## src/rtl/uart_tx_arb_pkg.sv

```systemverilog
// Shared types and helpers for the UART transmit arbiter and its picker.
package uart_tx_arb_pkg;

    // Width of one UART byte.
    localparam int BYTE_W = 8;

    // Arbiter states: waiting for a request, or a requester owns the transmitter.
    typedef enum logic [0:0] {
        IDLE  = 1'b0,
        GRANT = 1'b1
    } arb_state_e;

    // Index width for a requester count; never narrower than one bit.
    function automatic int id_width(input int n);
        return (n > 1) ? $clog2(n) : 1;
    endfunction

endpackage

```

## src/rtl/uart_rr_picker.sv

```systemverilog
// Combinational round-robin picker: returns the first set request scanning
// upward from rr_ptr+1 with wrap-around. Kept generic for reuse on the RX side.
module uart_rr_picker
    import uart_tx_arb_pkg::*;
#(
    parameter int N_REQ = 4,
    localparam int ID_W = id_width(N_REQ)
) (
    input  logic [N_REQ-1:0] req,
    input  logic [ID_W-1:0]  rr_ptr,
    output logic [ID_W-1:0]  winner,
    output logic             any_req
);

    // Scan offsets from farthest to nearest so the nearest set request wins.
    always_comb begin
        int idx;
        winner  = '0;
        any_req = 1'b0;
        idx     = 0;
        for (int off = N_REQ; off >= 1; off--) begin
            idx = int'(rr_ptr) + off;
            if (idx >= N_REQ) begin
                idx = idx - N_REQ;
            end else begin
                idx = idx;
            end
            if (req[idx[ID_W-1:0]]) begin
                winner  = ID_W'(idx);
                any_req = 1'b1;
            end else begin
                any_req = any_req;
            end
        end
    end

endmodule

```

## src/rtl/uart_tx_arbiter.sv

```systemverilog
// Round-robin arbiter sharing one UART transmit port between N_REQ byte
// streams. A grant lasts for a whole message (until req_last) or until
// MAX_BURST bytes have been sent, after which arbitration runs again.
// Optional stall timeout: define UART_TX_ARB_TIMEOUT_EN to build it.
module uart_tx_arbiter
    import uart_tx_arb_pkg::*;
#(
    parameter int N_REQ          = 4,
    parameter int MAX_BURST      = 64,
    parameter int TIMEOUT_CYCLES = 1024,
    localparam int ID_W          = id_width(N_REQ)
) (
    input  logic                    Clk,
    input  logic                    Reset,
    input  logic [N_REQ-1:0]        req_valid,
    input  logic [N_REQ*BYTE_W-1:0] req_data,
    input  logic [N_REQ-1:0]        req_last,
    output logic [N_REQ-1:0]        req_ready,
    input  logic                    uart_full,
    output logic                    uart_wr_en,
    output logic [BYTE_W-1:0]       uart_tx_data,
    output logic                    busy,
    output logic [ID_W-1:0]         grant_id,
    output logic                    timeout_err
);

    localparam logic [7:0] MAX_C     = 8'(MAX_BURST);
    localparam bit         PARAMS_OK = (N_REQ >= 2) && (N_REQ <= 16) &&
                                       (MAX_BURST >= 1) && (MAX_BURST <= 255) &&
                                       (TIMEOUT_CYCLES >= 2);

    if (!PARAMS_OK) begin : g_bad_params
        $error("uart_tx_arbiter: parameter out of range");
    end

    arb_state_e             state_r, state_s;
    logic [ID_W-1:0]        grant_id_r, grant_id_s;
    logic [ID_W-1:0]        rr_ptr_r, rr_ptr_s;
    logic [7:0]             byte_cnt_r, byte_cnt_s;
    logic [ID_W-1:0]        winner_s;
    logic                   any_req_s;
    logic [N_REQ-1:0]       ready_s;
    logic                   wr_en_s;
    logic [BYTE_W-1:0]      tx_data_s;
    logic [BYTE_W-1:0]      grant_data_s;
    logic                   timeout_hit_s;

    uart_rr_picker #(
        .N_REQ (N_REQ)
    ) u_picker (
        .req     (req_valid),
        .rr_ptr  (rr_ptr_r),
        .winner  (winner_s),
        .any_req (any_req_s)
    );

    // Only the grantee's byte lane is ever selected.
    assign grant_data_s = req_data[BYTE_W*int'(grant_id_r) +: BYTE_W];

    // Next-state logic plus the zero-latency pass-through of the grantee.
    always_comb begin
        state_s    = state_r;
        grant_id_s = grant_id_r;
        rr_ptr_s   = rr_ptr_r;
        byte_cnt_s = byte_cnt_r;
        ready_s    = '0;
        wr_en_s    = 1'b0;
        tx_data_s  = '0;
        case (state_r)
            IDLE: begin
                if (any_req_s) begin
                    state_s    = GRANT;
                    grant_id_s = winner_s;
                    byte_cnt_s = 8'd0;
                end else begin
                    state_s = IDLE;
                end
            end
            GRANT: begin
                ready_s[grant_id_r] = ~uart_full;
                wr_en_s             = req_valid[grant_id_r] & ~uart_full;
                if (wr_en_s) begin
                    tx_data_s = grant_data_s;
                    if (byte_cnt_r == MAX_C) begin
                        byte_cnt_s = byte_cnt_r;
                    end else begin
                        byte_cnt_s = byte_cnt_r + 8'd1;
                    end
                    // End of message or burst limit hands the port back.
                    if (req_last[grant_id_r] || ((byte_cnt_r + 8'd1) == MAX_C)) begin
                        state_s  = IDLE;
                        rr_ptr_s = grant_id_r;
                    end else begin
                        state_s = GRANT;
                    end
                end else if (timeout_hit_s) begin
                    state_s  = IDLE;
                    rr_ptr_s = grant_id_r;
                end else begin
                    state_s = GRANT;
                end
            end
            default: begin
                state_s = IDLE;
            end
        endcase
    end

    // Arbiter state registers.
    always_ff @(posedge Clk) begin
        if (Reset) begin
            state_r    <= IDLE;
            grant_id_r <= '0;
            rr_ptr_r   <= ID_W'(N_REQ - 1);
            byte_cnt_r <= 8'd0;
        end else begin
            state_r    <= state_s;
            grant_id_r <= grant_id_s;
            rr_ptr_r   <= rr_ptr_s;
            byte_cnt_r <= byte_cnt_s;
        end
    end

`ifdef UART_TX_ARB_TIMEOUT_EN
    localparam int              TO_W    = $clog2(TIMEOUT_CYCLES) + 1;
    localparam logic [TO_W-1:0] TO_LAST = TO_W'(TIMEOUT_CYCLES - 2);

    logic [TO_W-1:0] stall_cnt_r;
    logic            stall_s;
    logic            timeout_err_r;

    // A stall cycle that would take the count to TIMEOUT_CYCLES-1 aborts the grant.
    always_comb begin
        stall_s       = (state_r == GRANT) & ~req_valid[grant_id_r] & ~uart_full;
        timeout_hit_s = stall_s & (stall_cnt_r == TO_LAST);
    end

    // Stall counter: idle-grantee cycles only; full-stalls are not counted.
    always_ff @(posedge Clk) begin
        if (Reset) begin
            stall_cnt_r   <= '0;
            timeout_err_r <= 1'b0;
        end else begin
            timeout_err_r <= timeout_hit_s;
            if ((state_r != GRANT) || wr_en_s || timeout_hit_s) begin
                stall_cnt_r <= '0;
            end else if (stall_s) begin
                stall_cnt_r <= stall_cnt_r + TO_W'(1);
            end else begin
                stall_cnt_r <= stall_cnt_r;
            end
        end
    end

    assign timeout_err = timeout_err_r;
`else
    assign timeout_hit_s = 1'b0;
    assign timeout_err   = 1'b0;
`endif

    assign req_ready    = ready_s;
    assign uart_wr_en   = wr_en_s;
    assign uart_tx_data = tx_data_s;
    assign busy         = (state_r == GRANT);
    assign grant_id     = grant_id_r;

endmodule

```

## config.mk

```make
export PLATFORM = sky130hd
export DESIGN_NAME = uart_tx_arbiter
export DESIGN_NICKNAME = d
export VERILOG_FILES = /design/src/rtl/uart_tx_arb_pkg.sv /design/src/rtl/uart_rr_picker.sv /design/src/rtl/uart_tx_arbiter.sv
export SDC_FILE = /design/constraint.sdc
export NUM_CORES = 1
export LEC_CHECK = 0
export BUFFER_PORTS_ARGS = -buffer_cell sky130_fd_sc_hd__buf_4
export CAP_MARGIN = 5
export CORE_MARGIN = 2
export CORE_UTILIZATION = 40
export DETAILED_ROUTE_END_ITERATION = 8
export PLACE_DENSITY = 0.81
export SLEW_MARGIN = 25
export SYNTH_ARGS = -nofsm -noshare
export SYNTH_HDL_FRONTEND = slang
export SYNTH_SLANG_ARGS = --single-unit
```

## constraint.sdc

```tcl
create_clock -name Clk -period 1.9 [get_ports Clk]
set_clock_uncertainty 0.05 [all_clocks]
set_input_delay 0.19 -clock Clk [delete_from_list [all_inputs] [get_ports Clk]]
set_output_delay 0.19 -clock Clk [all_outputs]
set_load 0.02 [all_outputs]
```

# == Word-level counts from Yosys, hierarchy flattened ==
# Index checks and enable logic that the tools add are counted.
# totals
reg_bits,13
inputBits,43
out_inout_bits,17
elab_cells,76
# op_classes
n_addsub,9
magnitude_cmp,10
eq_ne,5
shifts,1
muxes,38
bitwise_logic,4
n_reduce_logical,5
# ops
op,n
two-way mux 8 bit,5
indexed part select 32 x 6 -> 8 bit,1
equality test 8 x 7 -> 1 bit (second input constant),2
two-way mux 2 bit,8
case mux 8 bit (2 select lines),1
less-than comparator 2 x 3 -> 1 bit (second input constant),5
two-way mux 1 bit,15
binary-select mux 1 bit (select 2 bit),6
greater-or-equal comparator 3 bit (second input constant),3
adder 8 x 1 -> 8 bit (second input constant),1
subtractor 2 x 1 -> 2 bit (second input constant),4
adder 2 x 2 -> 3 bit (second input constant),2
AND reduction 3 bit,2
adder 2 x 3 -> 4 bit (second input constant),1
AND 4 bit,1
greater-or-equal comparator 4 x 3 -> 1 bit (second input constant),1
two-way mux 4 bit,1
inequality test 2 bit (second input constant),2
adder 2 x 1 -> 3 bit (second input constant),1
demux 1 bit (select 2 bit),1
greater-or-equal comparator 2 x 1 -> 1 bit (second input constant),1
inequality test 2 x 1 -> 1 bit (second input constant),1
inverter 1 bit,2
case mux 1 bit (2 select lines),1
other kinds (4),4

# == Longest topological paths before layout ==
# depth
word_depth,11
depth_mapped,8
depth_no_buf,6

# == Hierarchy ==
# From an unflattened synthesis, not the netlist that was laid out.
# hier_totals
hier_cells,140
hier_area_um2,1156.1
# modules_own_cells
mod,n_inst,cells_per_inst,area_each_um2,seq_area_each_um2
uart_tx_arbiter,1,126,1064.8,260.2
uart_rr_picker,1,14,91.3,0.0

# == Least setup slack after synthesis ==
# No wires, ideal clock.
# synth_path
path_type,reg2reg
startpoint,"reg state_r, in the netlist busy"
endpoint,"reg state_r, in the netlist busy"
setup_ns,0.115
arrival_time_ns,1.775
required_time_ns,1.735
slack_ns,-0.040
stages_incl_launch_ff,8
n_path_buf,1
synth_period_minus_slack_ns,1.940
path_cell_list,dfxtp_1 or3b_1 o22a_1 inv_1 buf_2 nand2_1 o21a_1 and3_1
# synth_via
elab_chain_len,2
# synth_lines
item,line,text
"start, declared",uart_tx_arbiter.sv:36,"arb_state_e state_r, state_s;"
"start signal, assigned",uart_tx_arbiter.sv:117,state_r <= state_s;
inverter 1 bit,--,
case mux 1 bit (2 select lines) (*),uart_tx_arbiter.sv:69,case (state_r)
# Every way passes the cells marked *; elsewhere a longest branch is shown, timed or not.
# A chain may end at the register's enable or synchronous reset.

# == Final worst setup path ==
# layout_path
startpoint,"reg grant_id_r[0], in the netlist grant_id[0]"
endpoint,"reg state_r, in the netlist busy"
# layout_via
elab_chain_len,6
word_cells_on_any_way,9
cone_classes,mux (7); bitwise (1); reduce/logical (1)
# layout_lines
item,line,text
"start, declared",uart_tx_arbiter.sv:37,"logic [ID_W-1:0] grant_id_r, grant_id_s;"
"start signal, assigned",uart_tx_arbiter.sv:118,grant_id_r <= grant_id_s;
binary-select mux 1 bit (select 2 bit),uart_tx_arbiter.sv:90,if (req_last[grant_id_r] || ((byte_cnt_r + 8'd1) == MAX_C)) begin
two-way mux 1 bit (not written as such),uart_tx_arbiter.sv:90,
logical OR 1 bit,uart_tx_arbiter.sv:90,
two-way mux 1 bit,uart_tx_arbiter.sv:90,
two-way mux 1 bit (*),uart_tx_arbiter.sv:82,if (wr_en_s) begin
case mux 1 bit (2 select lines) (*),uart_tx_arbiter.sv:69,
# Every way passes the cells marked *; elsewhere a longest branch is shown, timed or not. The select of a mux whose other input is x is not followed.

==> impl_metrics.toml <==
[run_status]
outcome = "complete, but fails checks"
violations = "negative setup slack"

[worst_setup_path]
cp_top_family = "compound AO/OA/AOI/OAI gates"
cp-start-kind = "flop"
cp.required_ns = 2.02
critical_path_class = "flop to flop"
cp-end-kind = "flop"
path_cells = "or3b_4 -> o22a_1 -> buf_4 -> a2111o_1 -> o21a_1 -> and3_1"
cp_num_buf_inv = 1
cpMaxStageDelayCell = "or3b_4"
cpPeakStageDelay_ns = 0.39
crit_path_max_fanout = 4
arrival_ns = 2.06

[global_routing]
grt_usage_pct = 20.13
antenna_found_initial = 0
grt_max_degree = 14
grt_first_pass_wirelength_mm = 5.271
grt_pass1_vias = 1223
overflow = 0

[pwr]
leakage_nw = 0.7249
ir_worst_vdd_mv = 0.3353
power.density_nw_per_um2 = 453.6

[route]
dr.first_iter.drc_count = 51
wl_met2_mm = 1.620
wl_met3_um = 368
wirelength_mm = 3.269
route.vias.total = 1296
via_per_inst = 5.709
dr.pass1.iters = 4
dr.max_layer_used = "met4"
m1WireLength_mm = 1.247
ant_nets = 0
drc_errors = 0
post_drt_wl_per_cell_um = 14.40

[layout]
drive_gt1_share_pct = 46.43
final_area_um2 = 1673
fin_nets = 242
insertedDiodeCount = 0
area_growth_pct = 46.12

[sta]
period_share_pct = 102.1
hold_violations = 0
slew_headroom_pct = 66.85
setup_viol = 11
fmax_ghz = 0.5157
finalWorstSetupSlack_ns = -0.03929
worst_pin_slew_ns = 0.4927
rsz0062_at_grt = "true"
fin_tns_setup_ns = -0.1544
fin_crit_ns = 1.939
slew_violations = 0

[synth]
synth.distinct_cells = 38
synth_warnings = 0
synth.area.mux_share_pct = 21.20
avgSynthCellArea_um2 = 8.544
synth_top_family_by_area = "simple AND/OR/NAND/NOR gates"
synth-simple-area-share_pct = 23.39
synth-xor-area-share_pct = 1.530
ys_seq_elements = 13
syn_area_um2 = 1145
yosys.area_share.adder_pct = 2.186
syn_inst = 134
synth_fp_nets = 179
synth_compound_area_share_pct = 21.31
ys_seq_area_share_pct = 22.73

[placement]
dp.final_hpwl_mm = 2.637
gp_congestion = 0.9522
postPlaceCellArea_um2 = 1615
io_buffer_count = 58
pre_cts_ws_ns = 0.01523

[clock_tree]
hold_buffers = 0
cts_buffers = 3
clockBufferDepth = 2
cts_tree = "done"
cts.root.buffer_cell = "clkbuf_4"
h-tree-depth = 1
clk_latency_ns = 0.28
cts.sinks = 13
clk_pin_slew_ns = 0.08

[floorplanning]
die_h_um = 57.50
initial_core_util_pct = 41.88
die-area_um2 = 3306
pin_count = 60
core-area_um2 = 2734
die_w_um = 57.50
rows = 19

[job]
maxCapViolCount = 0

[min_path]
hp-class = "primary input to flop"
-- synthesized netlist by cell type --
cell type  instances  area, um^2
buf_4              1       7.510
o211ai_1           4       30.03
a2111o_1           1       11.26
nor2b_1            2       12.51
o21ai_0            2       10.01
buf_6              1       11.26
mux4_2             9       202.7
clkbuf_1           3       11.26
mux2i_1            4       40.04
nand3b_1           1       7.510
o21ai_1            1       5.000
o22ai_1            1       6.260
inv_1              9       33.78
and2_4             1       8.760
nor2_1             9       33.78
or3b_1             1       8.760
xor2_1             2       17.52
a21oi_2            2       17.52
a21oi_1           11       55.05
o21a_1             1       7.510
nand4_1            2       12.51
a31oi_1            4       25.02
and2_1             9       56.30
and3_1             3       18.77
a211oi_1           4       30.03
conb_1             1       3.750
nor3_1             2       10.01
o22a_1             1       8.760
dfxtp_1           13       260.3
nand3_1            5       25.02
or2_2              1       6.260
nand2b_1           2       12.51
nand2_1            8       30.03
nor4_1             2       12.51
or3_1              2       12.51
buf_2              4       20.02
a211oi_2           3       37.54
ha_1               2       25.02
-- layer usage --
metal	GRT usage [%]	vias to the layer above
li1	-	618
met1	23.83	609
met2	36.69	66
met3	4.308	3
met4	4.983	0
met5	0	-
-- cells by family after synthesis --
kind of cell / count (synthesis)
multiplexers: 13
buffers and inverters: 18
other: 1
AO/OA/AOI/OAI: 35
adder cells (fa/ha/maj): 2
flip-flops: 13
AND/OR/NAND/NOR: 50
XOR/XNOR: 2
-- final cells by class --
class	instances	area [um^2]
Fill cell	230	1061
Multi-Input combinational cell	103	803.3
Timing Repair Buffer	67	506.7
Sequential cell	13	264.0
Tap cell	31	38.79
Inverter	9	33.78
Clock buffer	4	26.28
-- metrics by stage --
step / total power, mW / cells / hold WS (ns) / util (%)
2_1_floorplan: 0.4579 / 134 / 0.2717 / -
3_5_place_dp: 0.5820 / 220 / 0.4156 / 59.08
6_report: 0.7588 / 227 / 0.1148 / 61.19
4_1_cts: 0.7656 / 226 / 0.1077 / 60.87
3_3_place_gp: 0.5741 / 220 / 0.4164 / 59.08
5_1_grt: 0.7956 / 227 / 0.1296 / 61.19
-- cell usage in the layout, fill, tap and decap left out, drive strengths merged, types with 5 or more instances in the layout --
cell type  count
a211oi         7
a21oi         13
and2          10
buf           67
dfxtp         13
inv            9
mux4           9
nand2          8
nand3          5
nor2           9
-- where the power goes --
group	internal, mW	switching [mW]	leakage, nW	total, mW
combinational	0.166	0.125	0.603	0.291
clock	0.0816	0.0912	0.0150	0.173
sequential	0.283	0.0119	0.107	0.295
total	0.531	0.228	0.725	0.759
-- sequential cells by signal (all words and copies together), names as in the netlist --
name        count
byte_cnt_r      8
grant_id        2
busy            1
rr_ptr_r        2
-- repair_timing --
action	4_1_cts	5_1_grt
pin swaps	1	0
buffers inserted	3	1
setup endpoints to repair	10	15
resized for setup	4	1
-- final timing paths --
path	start	slack (ns)	end	depth (start not counted)
worst max-delay path	grant_id[0]	-0.04	busy	6
worst min-delay path	Reset	0.11	byte_cnt_r[4]	2
worst max register to register	grant_id[0]	-0.04	busy	6
worst min register to register	byte_cnt_r[2]	0.47	byte_cnt_r[2]	1
No activity file was read; power rests on OpenSTA's default activity.
